==> src/rtl/buf_rd_stream_pkg.sv <==
// Shared systolic buffer definitions: default RAM geometry and the read-stream
// state encoding used by the buffer read engines.
package buf_rd_stream_pkg;

  localparam int ADR_W_DEF  = 9;
  localparam int DATA_W_DEF = 16;

  typedef enum logic [1:0] {
    IDLE  = 2'd0,
    RUN   = 2'd1,
    DRAIN = 2'd2
  } rd_state_e;

endpackage : buf_rd_stream_pkg

==> src/rtl/buf_rd_stream_skid2.sv <==
// Two-entry skid FIFO that decouples the one-cycle RAM read latency from
// consumer back-pressure; head word and occupancy are visible directly.
module buf_skid2 #(
  parameter int DATA_W = 16
) (
  input  logic              clk,
  input  logic              rst,
  input  logic              push_i,
  input  logic [DATA_W-1:0] push_data_i,
  input  logic              pop_i,
  output logic [DATA_W-1:0] head_o,
  output logic [1:0]        count_o
);

  logic [DATA_W-1:0] mem_q [2];
  logic              wr_ptr_q;
  logic              rd_ptr_q;
  logic [1:0]        count_q;
  logic [1:0]        count_d;
  logic              do_push;
  logic              do_pop;

  assign do_pop  = pop_i && (count_q != 2'd0);
  assign do_push = push_i && ((count_q != 2'd2) || do_pop);

  always_comb begin
    count_d = count_q;
    if (do_push && !do_pop) begin
      count_d = count_q + 2'd1;
    end else if (do_pop && !do_push) begin
      count_d = count_q - 2'd1;
    end
  end

  always_ff @(posedge clk or posedge rst) begin
    if (rst) begin
      mem_q[0] <= '0;
      mem_q[1] <= '0;
      wr_ptr_q <= 1'b0;
      rd_ptr_q <= 1'b0;
      count_q  <= 2'd0;
    end else begin
      if (do_push) begin
        mem_q[wr_ptr_q] <= push_data_i;
        wr_ptr_q        <= ~wr_ptr_q;
      end
      if (do_pop) begin
        rd_ptr_q <= ~rd_ptr_q;
      end
      count_q <= count_d;
    end
  end

  assign head_o  = mem_q[rd_ptr_q];
  assign count_o = count_q;

endmodule : buf_skid2

==> src/rtl/buf_rd_stream.sv <==
// Burst reader: walks a contiguous (wrapping) range of the buffer RAM and
// streams the words out with valid/ready flow control through a skid FIFO.
module buf_rd_stream
  import buf_rd_stream_pkg::*;
#(
  parameter int ADR_W  = ADR_W_DEF,
  parameter int DATA_W = DATA_W_DEF
) (
  input  logic              clk,
  input  logic              rst,
  input  logic              start,
  input  logic [ADR_W-1:0]  base_adr,
  input  logic [ADR_W-1:0]  len_m1,
  output logic [ADR_W-1:0]  ram_radr,
  input  logic [DATA_W-1:0] ram_rdata,
  output logic [DATA_W-1:0] out_data,
  output logic              out_valid,
  input  logic              out_ready,
  output logic              busy,
  output logic              done
);

  rd_state_e        state_q;
  logic [ADR_W-1:0] next_adr_q;
  logic [ADR_W-1:0] last_adr_q;
  logic [ADR_W-1:0] remain_q;
  logic             inflight_q;
  logic             done_q;

  logic [1:0]       fifo_count;
  logic             fifo_pop;
  logic             issue;
  logic             last_xfer;

  assign out_valid = (fifo_count != 2'd0);
  assign fifo_pop  = out_valid && out_ready;

  // A word leaving this cycle frees its slot in time for the read issued now,
  // which is what keeps the stream at one word per cycle.
  assign issue = (state_q == RUN) &&
                 (({1'b0, fifo_count} + {2'b00, inflight_q} - {2'b00, fifo_pop}) < 3'd2);

  assign ram_radr  = issue ? next_adr_q : last_adr_q;
  assign last_xfer = (state_q == DRAIN) && fifo_pop && (fifo_count == 2'd1) && !inflight_q;

  always_ff @(posedge clk or posedge rst) begin
    if (rst) begin
      state_q    <= IDLE;
      next_adr_q <= '0;
      last_adr_q <= '0;
      remain_q   <= '0;
      inflight_q <= 1'b0;
      done_q     <= 1'b0;
    end else begin
      done_q     <= 1'b0;
      inflight_q <= issue;
      case (state_q)
        IDLE: begin
          if (start) begin
            next_adr_q <= base_adr;
            remain_q   <= len_m1;
            state_q    <= RUN;
          end
        end
        RUN: begin
          if (issue) begin
            last_adr_q <= next_adr_q;
            next_adr_q <= next_adr_q + 1'b1;
            remain_q   <= remain_q - 1'b1;
            if (remain_q == '0) begin
              state_q <= DRAIN;
            end
          end
        end
        DRAIN: begin
          if (last_xfer) begin
            state_q <= IDLE;
            done_q  <= 1'b1;
          end
        end
        default: state_q <= IDLE;
      endcase
    end
  end

  assign busy = (state_q != IDLE);
  assign done = done_q;

  buf_skid2 #(
    .DATA_W(DATA_W)
  ) u_skid (
    .clk        (clk),
    .rst        (rst),
    .push_i     (inflight_q),
    .push_data_i(ram_rdata),
    .pop_i      (fifo_pop),
    .head_o     (out_data),
    .count_o    (fifo_count)
  );

endmodule : buf_rd_stream
==> config.mk <==
export PLATFORM = sky130hd
export DESIGN_NAME = buf_rd_stream
export DESIGN_NICKNAME = d
export VERILOG_FILES = /design/src/rtl/buf_rd_stream_pkg.sv /design/src/rtl/buf_rd_stream_skid2.sv /design/src/rtl/buf_rd_stream.sv
export SDC_FILE = /design/constraint.sdc
export NUM_CORES = 1
export LEC_CHECK = 0
export BUFFER_PORTS_ARGS = -buffer_cell sky130_fd_sc_hd__buf_4
export CAP_MARGIN = 10
export CORE_MARGIN = 3
export CORE_UTILIZATION = 50
export CTS_BUF_LIST = sky130_fd_sc_hd__clkbuf_4 sky130_fd_sc_hd__clkbuf_8
export DETAILED_ROUTE_END_ITERATION = 16
export PLACE_DENSITY_LB_ADDON = 0.12
export SLEW_MARGIN = 25
export SYNTH_ARGS = -nofsm -noshare
export SYNTH_HDL_FRONTEND = slang
export SYNTH_SLANG_ARGS = --single-unit
==> constraint.sdc <==
create_clock -name clk -period 9.56 [get_ports clk]
set_input_delay 0.956 -clock clk [delete_from_list [all_inputs] [get_ports clk]]
set_output_delay 0.956 -clock clk [all_outputs]
set_load 0.02 [all_outputs]
==> results.toml <==
[worst_setup_path]
crit_type = "register to output pin"
slowest_delay_ps = 530
crit_buf_inv = 3
crit_chain = "inv_1 > ha_1 > nor2b_1 > ha_1 > nand2b_1 > fa_1 > nand3b_1 > nor2_1 > buf_4 > mux2_1 > buf_4"
cp_max_fo = 24
arrival_ps = 3430
crit_start = "u_skid.count_o[1]"
crit_path_end_kind = "output pin"
cpLargestDelayFamily = "adder cells"
worstReg2RegStart = "u_skid.count_o[1]"
required_ps = 8600
worst_setup_path_start_kind = "register"
crit_slowest_cell = "dfrtp_1"

[run_status]
status = "completed"

[global_routing]
antenna_found_initial = 0
grt_max_degree = 68
grt_pass1_wl_mm = 11.1
grt_use_total_pct = 18.6
grt_pass1_vias = 2396
gr-total-overflow = 0

[timing]
min_period_ps = 4390
final_max_slew_viol_count = 0
period_share_pct = 45.9
max_freq_mhz = 228
skew_ps = 5.77
whs_ps = 481
worstMarginPinSlew_ps = 826
hold_viol_final = 0
setup_viol = 0
timing.setup.tns_ps = 0
rsz0062_at_grt = "no"
maxSlewHeadroom_pct = 44.9

[floorplan]
die_w_um = 88.4
ios = 66
fp-row-count = 29
dieArea_um2 = 7810
die_y_um = 88.4
core_area_um2 = 6460
start_util_pct = 52.5

[final_layout]
nets = 395
nFillCells = 507
antennaDiodeCount = 0
drive_gt1_share_pct = 28.2
area_growth_pct = 22.9

[yosys]
ys_types = 49
synth_area_leaders = "dfrtp_1, mux2_1, ha_1"
syn_area_um2 = 3390
ys_seq_area_share_pct = 49.4
syn_area_per_cell_um2 = 11.9
synth_flop_cell = "dfrtp_1"
synth.most_common_cell = "dfrtp_1"
yosys.area.top_type = "dfrtp_1"
async_flop_share_pct = 100
yosys-top-cells-count = "dfrtp_1, mux2_1, nor2_1, nand2_1, a21oi_1"
synthCells = 284
synth-edff-count = 0
synth_warnings = 0
syn_nets = 330
synth-seq-cells = 67
yosysTopAreaCellShare_pct = 49.4

[placement]
port_buffers = 65
dp_hpwl_mm = 4.61
place_congestion = 0.817

[clocking]
clock_path_buffers = 2
clk_pin_slew_ps = 70
cts_resized = 0
ctsHoldBuffers = 0
cts_tree = "yes"
cts_sinks = 67
cts_buffers = 9
cts_setup_buffers = 0
h-tree-depth = 3
clock_latency_ps = 330
clockRootBuffer = "clkbuf_8"

[drt]
ant_nets = 0
finalWirelength_mm = 6.75
drc_errors = 0
drt-pass1-iter-count = 4
vias = 2394
drtIter0Drc = 64
routedWlPerCell_um = 15.7
via_per_inst = 5.55

[power]
p_per_area_nw_per_um2 = 405
ir_drop_mv = 0.227
leakage_nw = 1.92

[run]
drv_cap = 0

[min_path]
hold_path.class = "register to register"
min_from = "u_skid.mem_q[24]"
[registers in the layout, summed over array words and instances, names as in the netlist]
signal,flops
u_skid.mem_q,32
inflight_q,1
u_skid.count_o,2
u_skid.rd_ptr_q,1
next_adr_q,9
last_adr_q,9
state_q,2
u_skid.wr_ptr_q,1
done,1
remain_q,9
[stage by stage]
stage                     std cells  instance area (µm²)  power (mW)  worst slack, ps  utilization (%)
final                           431                 4170        1.69             5170             64.5
after global routing            431                 4170        1.81             4860             64.5
after CTS                       431                 4170        1.71             5120             64.5
after detailed placement        415                 3940        1.44             5310             60.9
after global placement          415                 3940        1.41             5340             60.9
after floorplan                 284                 3390        1.16             5500                -
[layout by cell type, fill, tap and decap left out, types with 3 or more instances in the layout]
| master | instances |
|---|---|
| buf_4 | 69 |
| dfrtp_1 | 67 |
| mux2_1 | 59 |
| nor2_1 | 15 |
| nand2_1 | 13 |
| a21oi_1 | 11 |
| clkbuf_8 | 11 |
| inv_1 | 8 |
| nor3_1 | 8 |
| mux2_2 | 7 |
| ha_1 | 7 |
| nand3_1 | 6 |
| o32ai_1 | 6 |
| nor2b_1 | 5 |
| o21ai_1 | 5 |
| nand3b_1 | 4 |
| o21ai_0 | 3 |
| o22ai_1 | 3 |
| and3_1 | 3 |
| mux2i_1 | 3 |
[area by class of cell]
type	count	area (µm²)	share of cell area, %
Sequential cell	67	1680	40.2
Multi-Input combinational cell	192	1610	38.6
Timing Repair Buffer	69	518	12.4
Clock buffer	12	159	3.81
Tap cell	77	96.3	2.31
Clock inverter	4	72.6	1.74
Inverter	10	37.5	0.901
[where the power goes]
| group | leakage (nW) | internal, mW | switching [mW] | total, mW |
|---|---|---|---|---|
| sequential | 0.814 | 0.421 | 0.118 | 0.539 |
| combinational | 0.994 | 0.417 | 0.465 | 0.882 |
| clock | 0.116 | 0.164 | 0.104 | 0.268 |
[worst paths after layout]
path | endpoint | slack (ps) | cells past startpoint
setup / recovery | ram_radr[6] | 5170 | 11
max in group asynchronous | u_skid.mem_q[1] | 8160 | 3
hold reg to reg | u_skid.mem_q[24] | 480 | 1
min in group asynchronous | u_skid.mem_q[11] | 870 | 3
hold / removal | u_skid.mem_q[24] | 480 | 1
setup reg to reg | next_adr_q[6] | 6260 | 10
[logic make-up after synthesis]
| logic type | count (synthesis) | share of synthesized area (%) |
|---|---|---|
| adder cells (fa/ha/maj) | 8 | 3.17 |
| buffers and inverters | 25 | 3.17 |
| AND/OR/NAND/NOR | 68 | 11.3 |
| XOR/XNOR | 5 | 1.85 |
| multiplexers | 69 | 22.8 |
| AO/OA/AOI/OAI | 42 | 8.30 |
| flip-flops | 67 | 49.4 |
[worst register-to-register path, stage by stage (launching register included)]
cell and delay (ps):
dfrtp_1 530, inv_1 100, ha_1 200, nor2b_1 220
ha_1 270, nand2b_1 150, fa_1 520, nand3b_1 140
o21ai_2 670, a21oi_1 150, a311oi_1 250
[routing by layer]
layer | routed length (µm) | track usage [%] | vias to the layer above
li1 | - | - | 1155
met1 | 2920 | 23.0 | 1175
met2 | 3440 | 31.2 | 58
met3 | 318 | 3.35 | 6
met4 | 72 | 9.48 | 0
met5 | 0 | 0 | -
No activity file was read; power rests on OpenSTA's default activity.
